`config.mk`:
```
export PLATFORM = sky130hd
export DESIGN_NAME = fmrv32im_axi_arbiter
export DESIGN_NICKNAME = d
export VERILOG_FILES = /design/src/rtl/fmrv32im_axi_arb_pkg.sv /design/src/rtl/fmrv32im_rr_arb2.sv /design/src/rtl/fmrv32im_axi_arbiter.sv
export SDC_FILE = /design/constraint.sdc
export NUM_CORES = 1
export LEC_CHECK = 0
export CAP_MARGIN = 20
export CORE_AREA = 4 4 155 157
export CTS_BUF_LIST = sky130_fd_sc_hd__clkbuf_8
export DETAILED_ROUTE_END_ITERATION = 6
export DIE_AREA = 0 0 159 161
export HOLD_SLACK_MARGIN = 0.12
export SLEW_MARGIN = 20
export SYNTH_ARGS = -nofsm -noshare
export SYNTH_HDL_FRONTEND = slang
export SYNTH_SLANG_ARGS = --single-unit
```
`constraint.sdc`:
```
create_clock -name clk -period 4 [get_ports clk]
set_clock_uncertainty 0.2 [all_clocks]
set_input_delay 0.4 -clock clk [delete_from_list [all_inputs] [get_ports clk]]
set_output_delay 0.4 -clock clk [all_outputs]
set_load 0.005 [all_outputs]
```
`src/rtl/fmrv32im_axi_arb_pkg.sv`:
```
// Shared types and AXI encodings for the two-requester AXI burst arbiter.
package fmrv32im_axi_arb_pkg;

  typedef enum logic [2:0] {
    S_IDLE,
    S_AR,
    S_R,
    S_AW,
    S_W,
    S_B,
    S_DONE
  } state_t;

  localparam logic [1:0] AXI_BURST_INCR = 2'b01;
  localparam logic [2:0] AXI_SIZE_4B    = 3'b010;
  localparam logic [1:0] AXI_RESP_OKAY  = 2'b00;

  // Requester 0 is the instruction cache, requester 1 the data cache.
  localparam logic REQ_IMEM = 1'b0;
  localparam logic REQ_DMEM = 1'b1;

endpackage

```
`src/rtl/fmrv32im_rr_arb2.sv`:
```
// Two-way round-robin grant: on contention the requester that did not win last time is chosen.
module fmrv32im_rr_arb2
  import fmrv32im_axi_arb_pkg::*;
(
  input  logic [1:0] req,
  input  logic       last_grant,
  output logic       gnt_valid,
  output logic       gnt_idx
);

  // Alternate on contention, otherwise take whichever requester is asking
  always_comb begin
    gnt_valid = |req;
    gnt_idx   = REQ_IMEM;
    if (req == 2'b11) begin
      gnt_idx = ~last_grant;
    end else if (req[REQ_DMEM]) begin
      gnt_idx = REQ_DMEM;
    end
  end

endmodule

```
`src/rtl/fmrv32im_axi_arbiter.sv`:
```
// Shares the single MM_AXI master port between the I-cache and D-cache refill/writeback
// requesters, one INCR burst of 32-bit beats outstanding at a time.
module fmrv32im_axi_arbiter
  import fmrv32im_axi_arb_pkg::*;
#(
  parameter int   N_REQ  = 2,
  parameter logic AXI_ID = 1'b0
) (
  input  logic                 clk,
  input  logic                 rst,
  input  logic [N_REQ-1:0]     req_valid,
  output logic [N_REQ-1:0]     req_ready,
  input  logic [N_REQ-1:0]     req_write,
  input  logic [N_REQ*32-1:0]  req_addr,
  input  logic [N_REQ*8-1:0]   req_len,
  input  logic [N_REQ*32-1:0]  wr_data,
  input  logic [N_REQ*4-1:0]   wr_strb,
  input  logic [N_REQ-1:0]     wr_valid,
  output logic [N_REQ-1:0]     wr_ready,
  output logic [31:0]          rd_data,
  output logic [N_REQ-1:0]     rd_valid,
  output logic                 rd_last,
  output logic [N_REQ-1:0]     done,
  output logic                 err,
  output logic [31:0]          MM_AXI_AWADDR,
  output logic [7:0]           MM_AXI_AWLEN,
  output logic                 MM_AXI_AWVALID,
  input  logic                 MM_AXI_AWREADY,
  output logic                 MM_AXI_AWID,
  output logic [2:0]           MM_AXI_AWSIZE,
  output logic [1:0]           MM_AXI_AWBURST,
  output logic                 MM_AXI_AWLOCK,
  output logic [3:0]           MM_AXI_AWCACHE,
  output logic [2:0]           MM_AXI_AWPROT,
  output logic [3:0]           MM_AXI_AWQOS,
  output logic                 MM_AXI_AWUSER,
  output logic [31:0]          MM_AXI_WDATA,
  output logic [3:0]           MM_AXI_WSTRB,
  output logic                 MM_AXI_WLAST,
  output logic                 MM_AXI_WVALID,
  input  logic                 MM_AXI_WREADY,
  input  logic [1:0]           MM_AXI_BRESP,
  input  logic                 MM_AXI_BVALID,
  output logic                 MM_AXI_BREADY,
  output logic [31:0]          MM_AXI_ARADDR,
  output logic [7:0]           MM_AXI_ARLEN,
  output logic                 MM_AXI_ARVALID,
  input  logic                 MM_AXI_ARREADY,
  output logic                 MM_AXI_ARID,
  output logic [2:0]           MM_AXI_ARSIZE,
  output logic [1:0]           MM_AXI_ARBURST,
  output logic                 MM_AXI_ARLOCK,
  output logic [3:0]           MM_AXI_ARCACHE,
  output logic [2:0]           MM_AXI_ARPROT,
  output logic [3:0]           MM_AXI_ARQOS,
  output logic                 MM_AXI_ARUSER,
  input  logic [31:0]          MM_AXI_RDATA,
  input  logic [1:0]           MM_AXI_RRESP,
  input  logic                 MM_AXI_RLAST,
  input  logic                 MM_AXI_RVALID,
  output logic                 MM_AXI_RREADY
);

  state_t      state, state_n;
  logic        gnt, last_grant;
  logic [7:0]  cnt;
  logic        err_q;
  logic [31:0] addr_q;
  logic [7:0]  len_q;
  logic        arb_valid, arb_idx;
  logic        grant_fire, cnt_inc, err_set;

  fmrv32im_rr_arb2 u_rr (
    .req        (req_valid),
    .last_grant (last_grant),
    .gnt_valid  (arb_valid),
    .gnt_idx    (arb_idx)
  );

  assign MM_AXI_AWID    = AXI_ID;
  assign MM_AXI_ARID    = AXI_ID;
  assign MM_AXI_AWSIZE  = AXI_SIZE_4B;
  assign MM_AXI_ARSIZE  = AXI_SIZE_4B;
  assign MM_AXI_AWBURST = AXI_BURST_INCR;
  assign MM_AXI_ARBURST = AXI_BURST_INCR;
  assign MM_AXI_AWLOCK  = 1'b0;
  assign MM_AXI_ARLOCK  = 1'b0;
  assign MM_AXI_AWCACHE = 4'd0;
  assign MM_AXI_ARCACHE = 4'd0;
  assign MM_AXI_AWPROT  = 3'd0;
  assign MM_AXI_ARPROT  = 3'd0;
  assign MM_AXI_AWQOS   = 4'd0;
  assign MM_AXI_ARQOS   = 4'd0;
  assign MM_AXI_AWUSER  = 1'b0;
  assign MM_AXI_ARUSER  = 1'b0;

  // Address and length are held in registers so they stay stable while AxVALID waits
  assign MM_AXI_AWADDR = addr_q;
  assign MM_AXI_ARADDR = addr_q;
  assign MM_AXI_AWLEN  = len_q;
  assign MM_AXI_ARLEN  = len_q;
  assign rd_data       = MM_AXI_RDATA;

  // State register
  always_ff @(posedge clk) begin
    if (rst) state <= S_IDLE;
    else     state <= state_n;
  end

  // Next state, handshake outputs and bookkeeping strobes
  always_comb begin
    state_n        = state;
    req_ready      = '0;
    wr_ready       = '0;
    rd_valid       = '0;
    done           = '0;
    err            = 1'b0;
    rd_last        = 1'b0;
    MM_AXI_AWVALID = 1'b0;
    MM_AXI_ARVALID = 1'b0;
    MM_AXI_WVALID  = 1'b0;
    MM_AXI_WLAST   = 1'b0;
    MM_AXI_BREADY  = 1'b0;
    MM_AXI_RREADY  = 1'b0;
    MM_AXI_WDATA   = wr_data[{gnt, 5'd0} +: 32];
    MM_AXI_WSTRB   = wr_strb[{gnt, 2'd0} +: 4];
    grant_fire     = 1'b0;
    cnt_inc        = 1'b0;
    err_set        = 1'b0;
    case (state)
      S_IDLE: begin
        if (arb_valid && !rst) begin
          grant_fire         = 1'b1;
          req_ready[arb_idx] = 1'b1;
          state_n            = req_write[arb_idx] ? S_AW : S_AR;
        end
      end
      S_AR: begin
        MM_AXI_ARVALID = 1'b1;
        if (MM_AXI_ARREADY) state_n = S_R;
      end
      S_R: begin
        MM_AXI_RREADY = 1'b1;
        rd_valid[gnt] = MM_AXI_RVALID;
        rd_last       = MM_AXI_RLAST;
        if (MM_AXI_RVALID) begin
          if (MM_AXI_RRESP != AXI_RESP_OKAY) err_set = 1'b1;
          if (MM_AXI_RLAST) begin
            if (cnt != len_q) err_set = 1'b1;
            state_n = S_DONE;
          end else begin
            cnt_inc = 1'b1;
          end
        end
      end
      S_AW: begin
        MM_AXI_AWVALID = 1'b1;
        if (MM_AXI_AWREADY) state_n = S_W;
      end
      S_W: begin
        MM_AXI_WVALID = wr_valid[gnt];
        wr_ready[gnt] = MM_AXI_WREADY;
        MM_AXI_WLAST  = (cnt == len_q);
        if (wr_valid[gnt] && MM_AXI_WREADY) begin
          if (cnt == len_q) state_n = S_B;
          else              cnt_inc = 1'b1;
        end
      end
      S_B: begin
        MM_AXI_BREADY = 1'b1;
        if (MM_AXI_BVALID) begin
          if (MM_AXI_BRESP != AXI_RESP_OKAY) err_set = 1'b1;
          state_n = S_DONE;
        end
      end
      S_DONE: begin
        done[gnt] = 1'b1;
        err       = err_q;
        state_n   = S_IDLE;
      end
      default: state_n = S_IDLE;
    endcase
  end

  // Grant ownership, round-robin pointer, beat counter and sticky error flag
  always_ff @(posedge clk) begin
    if (rst) begin
      gnt        <= REQ_IMEM;
      last_grant <= REQ_DMEM;
      cnt        <= '0;
      err_q      <= 1'b0;
    end else if (grant_fire) begin
      gnt        <= arb_idx;
      last_grant <= arb_idx;
      cnt        <= '0;
      err_q      <= 1'b0;
    end else begin
      if (cnt_inc) cnt   <= cnt + 8'd1;
      if (err_set) err_q <= 1'b1;
    end
  end

  // Burst address and length captured from the winner at grant
  always_ff @(posedge clk) begin
    if (grant_fire) begin
      addr_q <= req_addr[{arb_idx, 5'd0} +: 32];
      len_q  <= req_len[{arb_idx, 3'd0} +: 8];
    end
  end

endmodule
```
==> metrics.yaml <==
global_routing:
  grtUsageMet1: 0.1297
  grt_pass1_vias: 3826
  grt_usage: 0.1224
  grt_first_pass_wirelength_mm: 23.69
  met3_usage: 0.04338
  met2_usage: 0.2318
  grt_max_degree: 41
  grt_overflow: 0
  antenna_found_initial: 2
  top_usage_layer: "met2"
power:
  pwr_density_cell_nw_per_um2: 342.7
  switchingPower_w: 0.0007723
  max-vdd-ir-drop_uv: 158.0
  p_int_w: 0.001567
  clkPwrFrac: 0.153
  swShare: 0.3302
  pwr-share-comb: 0.484
  leakage_nw: 2.494
  p_seq_frac: 0.364
sta:
  rsz0062_at_grt: "no"
  slew_violations: 0
  slew_headroom: 0.6175
  fmax_mhz: 335.3
  finalHoldViolCount: 0
  period_minus_slack_ns: 2.982
  fin_setup_tns_ns: 0
  period_share: 0.7455
  finalSetupViolations: 0
  worst_pin_slew_ns: 0.5737
route:
  dr_total_vias: 3528
  first_pass_iters: 4
  wire_per_inst_um: 19.03
  dr.first_iter.drc_count: 175
  totalWireLength_mm: 16.87
  drt-vias-per-instance: 3.982
  ant_nets: 0
  drc_errors: 0
place:
  place_area_um2: 6724
  port_buffers: 301
  dp_hpwl_mm: 14.11
  gp_congestion: 0.7404
  dp.cells: 876
cts:
  clock_path_buffers: 2
  numCtsBuffers: 5
  ctsHoldBuffers: 0
  path_clk_slew_ns: 0.13
  cts_resized: 0
  numClockSinks: 54
  clkLatencyLatePin_ns: 0.34
  cts-root-buf: "clkbuf_8"
  ctsHtreeMaxLevel: 2
  cts_setup_buffers: 0
  cts_tree: "done"
critical_path:
  start_kind: "register"
  path_class: "reg2out"
  crit_path_max_fanout: 4
  cp.arrival_ns: 2.38
  r2r_setup_slack_ns: 1.69
  cp_data_required_time_ns: 3.40
  end_kind: "output port"
floorplan:
  coreArea_um2: 22500
  fp.dieArea_um2: 25600
  fp-row-count: 55
  die_h_um: 161
  io_pins: 404
  die_w_um: 159
  initial_utilization: 0.1804
finish:
  drive_gt1_frac: 0.1703
  layout.cells.non_filler: 886
  fillerInstances: 2355
  area_delta_synth_final_pct: 68.19
  fin_area_um2: 6827
  nets: 801
run_status:
  status: "finished clean"
synth:
  netlist.area_leader.share: 0.2959
  yosysUniqueCellTypes: 49
  synth_top_flop_cell: "edfxtp_1"
  yosysTopAreaCell: "edfxtp_1"
  syn_area_per_cell_um2: 10.85
  yosysWarningCount: 0
  syn_inst: 374
  synth_seq_cells: 54
  synthesis.area_um2: 4059
  synth_edf_count: 40
  async_flop_share: 0
  ys_seq_area_frac: 0.3650
  yosys-top-cells-area: "edfxtp_1, mux2_2, buf_4, dfxtp_1, mux2i_1"
job:
  maxCapViolCount: 0
min_path:
  hp-class: "reg2reg"
-- through the flow --
step / utilization / hold WS, ns / power, W / setup WS, ns
2_1_floorplan: - / 0.2439 / 0.001397 / 0.5214
3_3_place_gp: 0.2988 / 0.2813 / 0.002015 / 1.357
3_5_place_dp: 0.2988 / 0.2831 / 0.002011 / 1.355
4_1_cts: 0.3031 / 0.3016 / 0.002396 / 0.9411
5_1_grt: 0.3033 / 0.3506 / 0.002490 / 0.9033
6_report: 0.3034 / 0.3013 / 0.002339 / 1.018
-- synthesized netlist by cell type, types with 2 or more instances --
master	instances
and3_1	9
a21oi_1	4
nand4_1	2
or3_1	2
conb_1	2
and2_1	5
nor2_1	9
buf_2	6
nor3_1	2
nor2b_1	4
clkbuf_1	4
nand3b_1	2
mux2_2	77
dfxtp_1	14
mux2i_1	8
nand3_1	5
buf_4	111
edfxtp_1	40
nor3b_1	2
nor4_4	2
inv_1	2
nand2b_1	5
xor2_1	8
nand4b_1	2
o2111ai_1	2
nand2_1	15
buf_1	4
o21ai_0	4
a21oi_2	2
-- flip-flops by register name, indices dropped and copies added (netlist names) --
| signal | flops |
|---|---|
| gnt | 1 |
| cnt | 8 |
| MM_AXI_ARADDR | 32 |
| MM_AXI_ARLEN | 8 |
| last_grant | 1 |
| state | 3 |
| err_q | 1 |
-- cells by family after synthesis --
family                   after synthesis  share of synthesized area
AO/OA/AOI/OAI                         25                    0.04717
XOR/XNOR                               8                    0.01726
adder cells (fa/ha/maj)                1                   0.003082
buffers and inverters                127                     0.2219
flip-flops                            54                     0.3650
multiplexers                          86                     0.2371
other                                  2                   0.001850
AND/OR/NAND/NOR                       71                     0.1067
-- layout by cell type (no fill, tap or decap), drive strengths merged, types with 2 or more instances in the layout --
cell and count:
a21oi 6, and2 5, and3 9, buf 5, clkbuf 5, clkdlybuf4s50 301
clkinv 2, conb 38, dfxtp 14, diode 2, edfxtp 40, inv 3
mux2 78, mux2i 8, nand2 16, nand2b 5, nand3 5, nand3b 2
nand4 2, nand4b 2, nor2 9, nor2b 4, nor3 2, nor3b 2
nor4 2, o2111ai 2, o21ai 4, or3 2, xor2 8
-- critical path: stages (launching register included) --
cell and delay [ns]:
edfxtp_1 0.51, xor2_1 0.21, nor4_4 0.37, and2_1 0.25, and3_1 0.19, clkdlybuf4s50_1 0.51
-- per-layer routing --
metal	vias to the layer above	routed length [um]
met4	0	172
met5	-	0
met3	16	1517
li1	1622	-
met1	1649	6082
met2	241	9093
-- worst paths after layout --
kind	startpoint	end	cells past startpoint
setup reg to reg	state[0]	MM_AXI_ARLEN[5]	4
hold reg to reg	cnt[7]	cnt[7]	2
hold / removal	cnt[7]	cnt[7]	2
setup / recovery	MM_AXI_ARLEN[7]	MM_AXI_WLAST	5
-- layout make-up --
cell class,instances,area [um^2],area share
Tap cell,285,356.6,0.05224
Multi-Input combinational cell,229,1827,0.2676
Timing Repair Buffer,306,3050,0.4468
Sequential cell,54,1483,0.2172
Inverter,2,7.507,0.001100
Clock inverter,3,28.78,0.004216
Antenna cell,2,5.005,0.0007331
Clock buffer,5,68.82,0.01008
-- power groups by stage --
stage / sequential (W) / combinational, W / clock [W]
final: 0.000851 / 0.00113 / 0.000357
after floorplan: 0.000813 / 0.000584 / 0
after CTS: 0.000857 / 0.00116 / 0.000383
after global routing: 0.000872 / 0.00122 / 0.000398
after detailed placement: 0.000864 / 0.00115 / 0
after global placement: 0.000870 / 0.00115 / 0
Power figures use the tool's default switching activity.
